File: src/rtl/cte_pkg.sv
// rtl/cte_pkg.sv - shared constants, serializer states and saturation helper for the RGB->YUV422 stream
// Purpose: coefficient base values (scaled by 2^8), a rescaler to any fraction width,
//          the serializer state enum and a generic signed saturation function.
// Ports:   none (package).
package cte_pkg;

  // Coefficients as integers scaled by 2^COEF_FRAC.
  localparam int COEF_FRAC = 8;
  localparam int CY_R = 77;
  localparam int CY_G = 150;
  localparam int CY_B = 29;
  localparam int CU_R = -43;
  localparam int CU_G = -85;
  localparam int CU_B = 128;
  localparam int CV_R = 128;
  localparam int CV_G = -107;
  localparam int CV_B = -21;

  typedef enum logic [2:0] {
    ST_IDLE,
    ST_U,
    ST_Y0,
    ST_V,
    ST_Y1
  } ser_state_t;

  // Rescale a base coefficient to 'frac' fractional bits (round half up when narrowing).
  function automatic int scale_coef(input int c, input int frac);
    if (frac >= COEF_FRAC) begin
      return c * (1 << (frac - COEF_FRAC));
    end
    return (c + (1 << (COEF_FRAC - frac - 1))) >>> (COEF_FRAC - frac);
  endfunction

  function automatic logic signed [63:0] sat(input logic signed [63:0] v,
                                             input logic signed [63:0] lo,
                                             input logic signed [63:0] hi);
    if (v < lo) return lo;
    if (v > hi) return hi;
    return v;
  endfunction

endpackage

File: src/rtl/cte_sync_fifo.sv
// rtl/cte_sync_fifo.sv - synchronous FIFO with registered storage and occupancy count
// Purpose: holds computed pixel pairs between the compute stage and the serializer.
// Ports:   clk, reset (sync, active-high); push/wdata write side; pop/rdata read side
//          (rdata shows the head entry directly from storage); empty; count (occupancy).
module cte_sync_fifo #(
  parameter int WIDTH = 32,
  parameter int DEPTH = 4
) (
  input  logic                       clk,
  input  logic                       reset,
  input  logic                       push,
  input  logic [WIDTH-1:0]           wdata,
  input  logic                       pop,
  output logic [WIDTH-1:0]           rdata,
  output logic                       empty,
  output logic [$clog2(DEPTH+1)-1:0] count
);

  localparam int AW = (DEPTH > 1) ? $clog2(DEPTH) : 1;
  localparam int CW = $clog2(DEPTH + 1);

  logic [WIDTH-1:0] mem [DEPTH];
  logic [AW-1:0]    wr_ptr, rd_ptr;
  logic [CW-1:0]    cnt;
  logic             full, do_push, do_pop;

  function automatic logic [AW-1:0] next_ptr(input logic [AW-1:0] p);
    return (p == AW'(DEPTH - 1)) ? '0 : p + 1'b1;
  endfunction

  assign empty   = (cnt == '0);
  assign full    = (cnt == CW'(DEPTH));
  // A push into a full FIFO is fine when the head leaves in the same cycle.
  assign do_push = push && (!full || pop);
  assign do_pop  = pop && !empty;
  assign rdata   = mem[rd_ptr];
  assign count   = cnt;

  always_ff @(posedge clk) begin
    if (reset) begin
      wr_ptr <= '0;
      rd_ptr <= '0;
      cnt    <= '0;
    end else begin
      if (do_push) wr_ptr <= next_ptr(wr_ptr);
      if (do_pop)  rd_ptr <= next_ptr(rd_ptr);
      case ({do_push, do_pop})
        2'b10:   cnt <= cnt + 1'b1;
        2'b01:   cnt <= cnt - 1'b1;
        default: cnt <= cnt;
      endcase
    end
  end

  always_ff @(posedge clk) begin
    if (do_push) mem[wr_ptr] <= wdata;
  end

endmodule

File: src/rtl/cte_rgb2yuv422_stream.sv
// rtl/cte_rgb2yuv422_stream.sv - RGB pixel stream to serial 4:2:2 YUV (U,Y0,V,Y1)
// Purpose: pairs incoming RGB pixels, converts each pair to U/Y0/V/Y1 in fixed point,
//          queues results in a FIFO guarded by slot credits and serializes one component
//          per cycle.
// Ports:   clk, reset (sync, active-high); in_en/rgb_in pixel input ({R,G,B}, R in MSBs),
//          accepted when in_en & !busy; flush completes a half pair; busy backpressure;
//          out_valid/yuv_out serial component output (Y unsigned, U/V two's complement).
module cte_rgb2yuv422_stream
  import cte_pkg::*;
#(
  parameter int W          = 8,
  parameter int FRAC       = 8,
  parameter int DEPTH      = 4,
  parameter int CHROMA_AVG = 0
) (
  input  logic           clk,
  input  logic           reset,
  input  logic           in_en,
  input  logic [3*W-1:0] rgb_in,
  input  logic           flush,
  output logic           busy,
  output logic           out_valid,
  output logic [W-1:0]   yuv_out
);

  localparam int KYR = scale_coef(CY_R, FRAC);
  localparam int KYG = scale_coef(CY_G, FRAC);
  localparam int KYB = scale_coef(CY_B, FRAC);
  localparam int KUR = scale_coef(CU_R, FRAC);
  localparam int KUG = scale_coef(CU_G, FRAC);
  localparam int KUB = scale_coef(CU_B, FRAC);
  localparam int KVR = scale_coef(CV_R, FRAC);
  localparam int KVG = scale_coef(CV_G, FRAC);
  localparam int KVB = scale_coef(CV_B, FRAC);

  localparam logic signed [63:0] RND   = 64'sd1 <<< (FRAC - 1);
  localparam logic signed [63:0] Y_MAX = (64'sd1 <<< W) - 64'sd1;
  localparam logic signed [63:0] C_MIN = -(64'sd1 <<< (W - 1));
  localparam logic signed [63:0] C_MAX = (64'sd1 <<< (W - 1)) - 64'sd1;
  localparam int CW = $clog2(DEPTH + 1);

  // Full-precision dot product, round half up (arithmetic shift floors), then saturate.
  function automatic logic [W-1:0] conv(input logic [3*W-1:0] px, input int kr, input int kg,
                                        input int kb, input logic is_chroma);
    logic signed [63:0] sum, q, s;
    sum = 64'(kr) * $signed({{(64-W){1'b0}}, px[3*W-1 -: W]})
        + 64'(kg) * $signed({{(64-W){1'b0}}, px[2*W-1 -: W]})
        + 64'(kb) * $signed({{(64-W){1'b0}}, px[W-1 -: W]});
    q = (sum + RND) >>> FRAC;
    s = is_chroma ? sat(q, C_MIN, C_MAX) : sat(q, 64'sd0, Y_MAX);
    return W'(s);
  endfunction

  function automatic logic [W-1:0] avg(input logic [W-1:0] a, input logic [W-1:0] b);
    logic [W:0] s;
    s = {1'b0, a} + {1'b0, b} + (W+1)'(1);
    return W'(s >> 1);
  endfunction

  // ---------------- pair capture ----------------
  logic [3*W-1:0] pix0_q, pair0_q, pair1_q;
  logic           half_q, pair_vld_q, accept;

  assign accept = in_en && !busy;

  always_ff @(posedge clk) begin
    if (reset) begin
      pix0_q     <= '0;
      pair0_q    <= '0;
      pair1_q    <= '0;
      half_q     <= 1'b0;
      pair_vld_q <= 1'b0;
    end else begin
      pair_vld_q <= 1'b0;
      if (accept && half_q) begin
        pair0_q    <= pix0_q;
        pair1_q    <= rgb_in;
        pair_vld_q <= 1'b1;
        half_q     <= 1'b0;
      end else if (accept && flush) begin
        // New pixel 0 taken, then flush duplicates it into pixel 1 in the same edge.
        pair0_q    <= rgb_in;
        pair1_q    <= rgb_in;
        pair_vld_q <= 1'b1;
      end else if (accept) begin
        pix0_q <= rgb_in;
        half_q <= 1'b1;
      end else if (flush && half_q) begin
        pair0_q    <= pix0_q;
        pair1_q    <= pix0_q;
        pair_vld_q <= 1'b1;
        half_q     <= 1'b0;
      end
    end
  end

  // ---------------- compute stage ----------------
  logic [3*W-1:0] chroma_px;
  logic [W-1:0]   u_d, y0_d, v_d, y1_d;
  logic [4*W-1:0] c_data_q;
  logic           c_vld_q;

  always_comb begin
    chroma_px = pair0_q;
    if (CHROMA_AVG != 0) begin
      for (int c = 0; c < 3; c++) begin
        chroma_px[c*W +: W] = avg(pair0_q[c*W +: W], pair1_q[c*W +: W]);
      end
    end
  end

  assign u_d  = conv(chroma_px, KUR, KUG, KUB, 1'b1);
  assign v_d  = conv(chroma_px, KVR, KVG, KVB, 1'b1);
  assign y0_d = conv(pair0_q, KYR, KYG, KYB, 1'b0);
  assign y1_d = conv(pair1_q, KYR, KYG, KYB, 1'b0);

  always_ff @(posedge clk) begin
    if (reset) begin
      c_vld_q  <= 1'b0;
      c_data_q <= '0;
    end else begin
      c_vld_q <= pair_vld_q;
      if (pair_vld_q) c_data_q <= {u_d, y0_d, v_d, y1_d};
    end
  end

  // ---------------- result FIFO and credits ----------------
  logic [4*W-1:0] fifo_rdata;
  logic           fifo_empty, fifo_pop;
  logic [CW-1:0]  fifo_count;
  logic [CW+1:0]  reserved;

  cte_sync_fifo #(.WIDTH(4*W), .DEPTH(DEPTH)) u_fifo (
    .clk   (clk),
    .reset (reset),
    .push  (c_vld_q),
    .wdata (c_data_q),
    .pop   (fifo_pop),
    .rdata (fifo_rdata),
    .empty (fifo_empty),
    .count (fifo_count)
  );

  // Every pair from its pixel 0 onwards owns a FIFO slot, so the FIFO cannot overflow.
  // Pixel 1 is never blocked: its slot was reserved with pixel 0.
  assign reserved = (CW+2)'(fifo_count) + (CW+2)'(pair_vld_q) + (CW+2)'(c_vld_q)
                  + (CW+2)'(half_q);
  assign busy     = !half_q && (reserved >= (CW+2)'(DEPTH));

  // ---------------- serializer ----------------
  ser_state_t     state_q, state_d;
  logic [3*W-1:0] hold_q, hold_d;
  logic [W-1:0]   yuv_q, yuv_d;

  always_comb begin
    state_d  = state_q;
    hold_d   = hold_q;
    yuv_d    = yuv_q;
    fifo_pop = 1'b0;
    case (state_q)
      ST_IDLE, ST_Y1: begin
        if (!fifo_empty) begin
          state_d  = ST_U;
          fifo_pop = 1'b1;
          yuv_d    = fifo_rdata[4*W-1 -: W];
          hold_d   = fifo_rdata[3*W-1:0];
        end else begin
          state_d = ST_IDLE;
        end
      end
      ST_U: begin
        state_d = ST_Y0;
        yuv_d   = hold_q[3*W-1 -: W];
      end
      ST_Y0: begin
        state_d = ST_V;
        yuv_d   = hold_q[2*W-1 -: W];
      end
      ST_V: begin
        state_d = ST_Y1;
        yuv_d   = hold_q[W-1 -: W];
      end
      default: state_d = ST_IDLE;
    endcase
  end

  always_ff @(posedge clk) begin
    if (reset) begin
      state_q <= ST_IDLE;
      hold_q  <= '0;
      yuv_q   <= '0;
    end else begin
      state_q <= state_d;
      hold_q  <= hold_d;
      yuv_q   <= yuv_d;
    end
  end

  assign out_valid = (state_q != ST_IDLE);
  assign yuv_out   = yuv_q;

endmodule

File: config.mk
export PLATFORM = sky130hd
export DESIGN_NAME = cte_rgb2yuv422_stream
export DESIGN_NICKNAME = d
export VERILOG_FILES = /design/src/rtl/cte_pkg.sv /design/src/rtl/cte_sync_fifo.sv /design/src/rtl/cte_rgb2yuv422_stream.sv
export SDC_FILE = /design/constraint.sdc
export NUM_CORES = 1
export LEC_CHECK = 0
export BUFFER_PORTS_ARGS = -buffer_cell sky130_fd_sc_hd__clkbuf_2
export CORE_MARGIN = 3
export CORE_UTILIZATION = 65
export CTS_BUF_LIST = sky130_fd_sc_hd__clkbuf_16
export CTS_CLUSTER_SIZE = 24
export DETAILED_ROUTE_END_ITERATION = 7
export HOLD_SLACK_MARGIN = 0.08
export MAX_ROUTING_LAYER = met4
export PLACE_DENSITY = 0.82
export SYNTH_ARGS = -nofsm -noshare
export SYNTH_HDL_FRONTEND = slang
export SYNTH_SLANG_ARGS = --single-unit
export TNS_END_PERCENT = 20
File: constraint.sdc
create_clock -name clk -period 9.03 [get_ports clk]
set_clock_uncertainty 0.05 [all_clocks]
set_input_delay 0.4515 -clock clk [delete_from_list [all_inputs] [get_ports clk]]
set_output_delay 0.4515 -clock clk [all_outputs]
set_load 0.01 [all_outputs]
* Word level (Yosys, flattened, before mapping)
Memory sizes are Yosys's and may differ from the RTL's. A register that Yosys moved wholly into a read port is not among the register bits. Index checks and enable logic that the tools add are counted. Widths: inputs -> output; s select.
Cells by class: muxes and demuxes 52, reduce and logical (&&, ||, !) cells 26, bitwise logic cells 3, add/sub/neg operators 19, order comparisons 9, equality and inequality tests 11, multipliers 10
Operators by type and width (number):
- $mux 8 | 17
- $mux 24 | 5
- $mul 7x8->15 const A | 4
- $add 19x9->20 const B | 2
- $add 18x8->19 const B | 2
- $add 16x17->18 | 2
- $add 17x13->18 | 2
- $add 15x16->17 | 2
- $mul 8x9->17 const A | 2
- $pmux 8 s4 | 1
- $mul 5x8->13 const A | 2
- $gt 12x8->1 const B | 2
- $lt 12x8->1 const B | 2
- $mux 1 | 23
- $gt 11x8->1 const B | 2
- $lt 11x1->1 const B | 2
- $add 18x15->19 | 1
- $add 18x16->19 | 1
- $mul 7x9->16 const A | 1
- $mul 6x9->15 const A | 1
- $pmux 3 s4 | 1
- $mux 2 | 4
- $reduce_and 2->1 | 4
- $logic_and 1x1->1 | 7
- other kinds (24) | 38
Storage, ports and cells: bits in registers 149, RAM bits 128, output and inout bits 10, memories kept 1, word-level logic and storage cells 144
Memories:
- u_fifo.mem | depth 4, bits a word 32, rd ports 1, clocked after memory_dff 1, wr ports 1, line cte_sync_fifo.sv:22 | logic [WIDTH-1:0] mem [DEPTH];

* Longest topological paths before layout
depth in word-level cells 10, mapped depth 27, gate-level depth less buffers 27

* By module
From an unflattened synthesis, not the netlist that was laid out.
Unflattened totals: cell total of the unflattened synthesis 2063, area total of the unflattened synthesis 22058.7 um2
Modules (own cells, without submodules):
- cte_rgb2yuv422_stream | area each 16970.0 um2, cells an instance 1845, times used 1
- cte_sync_fifo | area each 5088.6 um2, cells an instance 218, times used 1

* Worst setup path before layout
No wires, ideal clock.
path kind register to register, start point register pair0_q[12], in the netlist chroma_px[12], end point register c_data_q[16], data arrival time 6.584 ns, setup slack 2.253 ns, data required time 8.837 ns, cell stages (with the launch flop) 25, cells stage by stage dfxtp_1 > inv_1 > ha_1 > inv_1 > ha_1 > inv_1 > fa_1 > fa_1 > inv_1 > ha_1 > xor2_1 > fa_1 > fa_1 > inv_1 > fa_1 > inv_1 > fa_1 > ha_1 > ha_1 > a21o_1 > a21o_1 > a21oi_2 > o21ai_0 > o41ai_4 > a211oi_1
Between the ends: longest elaborated chain between the ends 9, elaborated cells on any way between the ends 12
RTL lines:
- from (decl) | line cte_rgb2yuv422_stream.sv:61 | logic [3*W-1:0] pix0_q, pair0_q, pair1_q;
- from (signal assigned) | line cte_rgb2yuv422_stream.sv:76 | pair0_q <= pix0_q;
- from (signal assigned) | line cte_rgb2yuv422_stream.sv:82 | pair0_q <= rgb_in;
- from (signal assigned) | line cte_rgb2yuv422_stream.sv:89 | pair0_q <= pix0_q;
- $mul 7x8->15 * | line cte_rgb2yuv422_stream.sv:47 | + 64'(kg) * $signed({{(64-W){1'b0}}, px[2*W-1 -: W]})
- $add 15x16->17 * | line cte_rgb2yuv422_stream.sv:47
- $add 17x13->18 * | line cte_rgb2yuv422_stream.sv:48 | + 64'(kb) * $signed({{(64-W){1'b0}}, px[W-1 -: W]});
- $add 18x8->19 * | line cte_rgb2yuv422_stream.sv:49 | q = (sum + RND) >>> FRAC;
- $gt 11x8->1 | line cte_pkg.sv:39 | if (v > hi) return hi;
- $mux 1 (2 in a row) | line cte_pkg.sv:39
- $mux 8 | line cte_pkg.sv:40 | return v;
- $mux 8 * | line cte_pkg.sv:39
- to (signal assigned) | line cte_rgb2yuv422_stream.sv:123 | if (pair_vld_q) c_data_q <= {u_d, y0_d, v_d, y1_d};
- to (decl) | line cte_rgb2yuv422_stream.sv:100 | logic [4*W-1:0] c_data_q;
Mark *: on every way between the ends. The rest lies on a longest branch, timed or not. The select of a mux whose other input is x is not followed. A chain may end at the register's enable or synchronous reset.

* Worst setup path after layout
start point register pair0_q[12], in the netlist chroma_px[12], end point register c_data_q[18]
Same word-level chain as after synthesis.

==> qor.csv <==
metric;value;unit
setup_viol;0;
drt-pass1-iter-count;5;
r2r-start;chroma_px[12]$_SDFFE_PP0P_;
synthSimpleGateAreaFrac;5.758;%
path_clk_slew;0.06;ns
hp-class;in -> reg;
fin_crit_sh;81.92;%
cts_made_buffers;28;
nets;2609;
final_common_cell;inv_1;
synth_mux_area_share;7.006;%
cts-root-buf;clkbuf_16;
vias;14320;
pin_count;38;
h-tree-depth;1;
dp.final_hpwl;36.44;mm
cts_tree;done;
fillerInstances;2337;
grt_usage;28.31;%
cap_violations;0;
worstSetupStartpoint;chroma_px[12]$_SDFFE_PP0P_;
area_delta_synth_final;6.684;%
synth_ff_type;dfxtp_1;
async_flop_share;0;%
postCtsSetupRepairBufs;0;
cp-start-kind;register;
wire_per_inst;19.11;um
start_util;67.09;%
grt_max_degree;97;
io_buffers;37;
grt_antenna_before_repair;0;
synth-xor-area-share;1.739;%
fp.dieH;190.7;um
drive_gt1_share;7.174;%
hp-start;rgb_in[15];
drt-vias-per-instance;5.715;
drv_slew;0;
grt_pass1_vias;15050;
synth_compound_area_share;8.852;%
clock_tree.buffer_depth;3;
synth_top_family_by_area;adder cells;
numClockSinks;279;
synth-seq-area-share;30.98;%
final_cell_mix;412 x inv_1, 329 x ha_1, 211 x fa_1;
yosysUniqueCellTypes;70;
period_minus_slack;7.397;ns
tightest_slew;0.9653;ns
core.rowCount;66;
antennaDiodeCount;0;
cts-resized-gates;0;
ys_ff_latch;279;
synthAdderAreaFrac;37.63;%
endpoint_kind;register;
design.core.area;0.03303;mm2
cp_max_fo;12;
drc;0;
first_iter_violations;808;
die_area;0.03635;mm2
place_congestion;0.9319;
fmax;135.2;MHz
finalHoldViolations;0;
fp.dieW;190.7;um
status;finished, final reports clean;
synth_nets;2582;
ant_nets;0;
rsz0062_at_grt;no;
cp.required;9.38;ns
stdcell_count;2505;
arrival;7.75;ns
overflow;0;
ys.warnings.count;0;
avgSynthCellArea;11.00;um2
dp_cells;2452;
clock_latency;0.57;ns
setup_tns;0;ns
synth_edf_count;128;
netlist_area;0.02216;mm2
finalWirelength;47.86;mm
grt_pass1_wl;78.23;mm
synth_cells;2014;
critPathKind;reg -> reg;
max-slew-margin-rel;35.65;%
cell usage after synthesis (all sizes together) (9+ instances only):
cell    count  area (um2)
nand2      90       337.8
a21oi      88       444.2
mux4       32       720.7
xor2       16       140.1
nor3       13       65.06
inv       404        1516
o21ai      26       130.1
edfxtp    128        3844
clkbuf     33       123.9
nand2b      9       56.30
dfxtp     151        3023
buf        20       102.6
a311oi     17       166.4
nor2      136       510.5
fa        211        4224
xnor2      28       245.2
ha        329        4116
mux2i      82       820.8
a211oi     72       545.5
and2        9       56.30
nand3      10       50.05
a21o       16       121.4
repair_timing:
| item | CTS | global route |
|---|---|---|
| hold buffers | 1 | 0 |
| endpoints found under the hold margin | 1 | 0 |
| endpoints found under the setup margin | 0 | 0 |
worst max-delay path, cell delays in order, from the launching register on:
cell,delay [ns]
dfxtp_1,0.64
inv_1,0.14
ha_1,0.34
inv_1,0.05
ha_1,0.26
inv_1,0.04
fa_1,0.46
fa_1,0.52
inv_1,0.04
ha_1,0.34
xor2_1,0.23
fa_1,0.47
fa_1,0.51
inv_1,0.05
fa_1,0.47
inv_1,0.05
fa_1,0.48
ha_1,0.31
ha_1,0.36
a21o_1,0.20
a21o_1,0.19
a21oi_2,0.26
o21ai_0,0.22
o41ai_4,0.42
a211oi_1,0.14
layout make-up:
type,count,area (um2),area share (%)
multi-input cells,1273,13530,57.24
flip-flops and latches,279,6869,29.05
inverters,406,1524,6.445
clock buffers,28,700.7,2.963
well taps,442,553.0,2.339
repair buffers,53,310.3,1.312
clock inverters,24,153.9,0.6509
final timing paths:
path	endpoint	depth (start not counted)	slack (ns)
max	c_data_q[18]$_SDFFE_PP0P_	24	1.63
min reg2reg	hold_q[17]$_SDFFE_PP0P_	2	0.41
max reg2reg	c_data_q[18]$_SDFFE_PP0P_	24	1.63
min	pix0_q[15]$_SDFFE_PP0P_	3	0.12
kinds of logic (layout without fill, tap and decap cells):
kind of cell	after synthesis	count (layout)
AND/OR/NAND/NOR	298	298
flip-flops	279	279
XOR/XNOR	44	44
buffers and inverters	462	511
adder cells (fa/ha/maj)	540	540
AO/OA/AOI/OAI	276	276
multiplexers	115	115
sequential cells by signal (all words and copies together) (netlist names), named ones only:
name           count
u_fifo.mem       128
yuv_out            8
hold_q            24
c_vld_q            1
state_q            3
u_fifo.count       3
chroma_px         24
pair_vld_q         1
pair1_q           24
u_fifo.wr_ptr      2
half_q             1
c_data_q          32
u_fifo.rd_ptr      2
pix0_q            24
metal layers:
layer / track usage, % / vias up / share of wire (%) / wire length, um
li1: - / 6826 / - / -
met1: 36.04 / 7046 / 43 / 20560
met2: 47.12 / 354 / 49 / 23230
met3: 5.257 / 91 / 5.5 / 2648
met4: 7.621 / 0 / 3.0 / 1421
met5: - / - / 0 / 0
stage by stage:
| step | utilization (%) | worst slack, ns | area, um2 | hold slack (ns) |
|---|---|---|---|---|
| after global routing | 71.58 | 1.267 | 23640 | 0.1200 |
| final | 71.58 | 1.633 | 23640 | 0.1153 |
| after global placement | 68.96 | 1.818 | 22780 | 0.3905 |
| after floorplan | - | 2.253 | 22160 | 0.3857 |
| after CTS | 71.58 | 1.638 | 23640 | 0.09913 |
| after detailed placement | 68.96 | 1.677 | 22780 | 0.3996 |
Power is left out: the tool's default activity adds up to more than one toggle a clock period on the data nets, which glitch-free logic cannot reach.
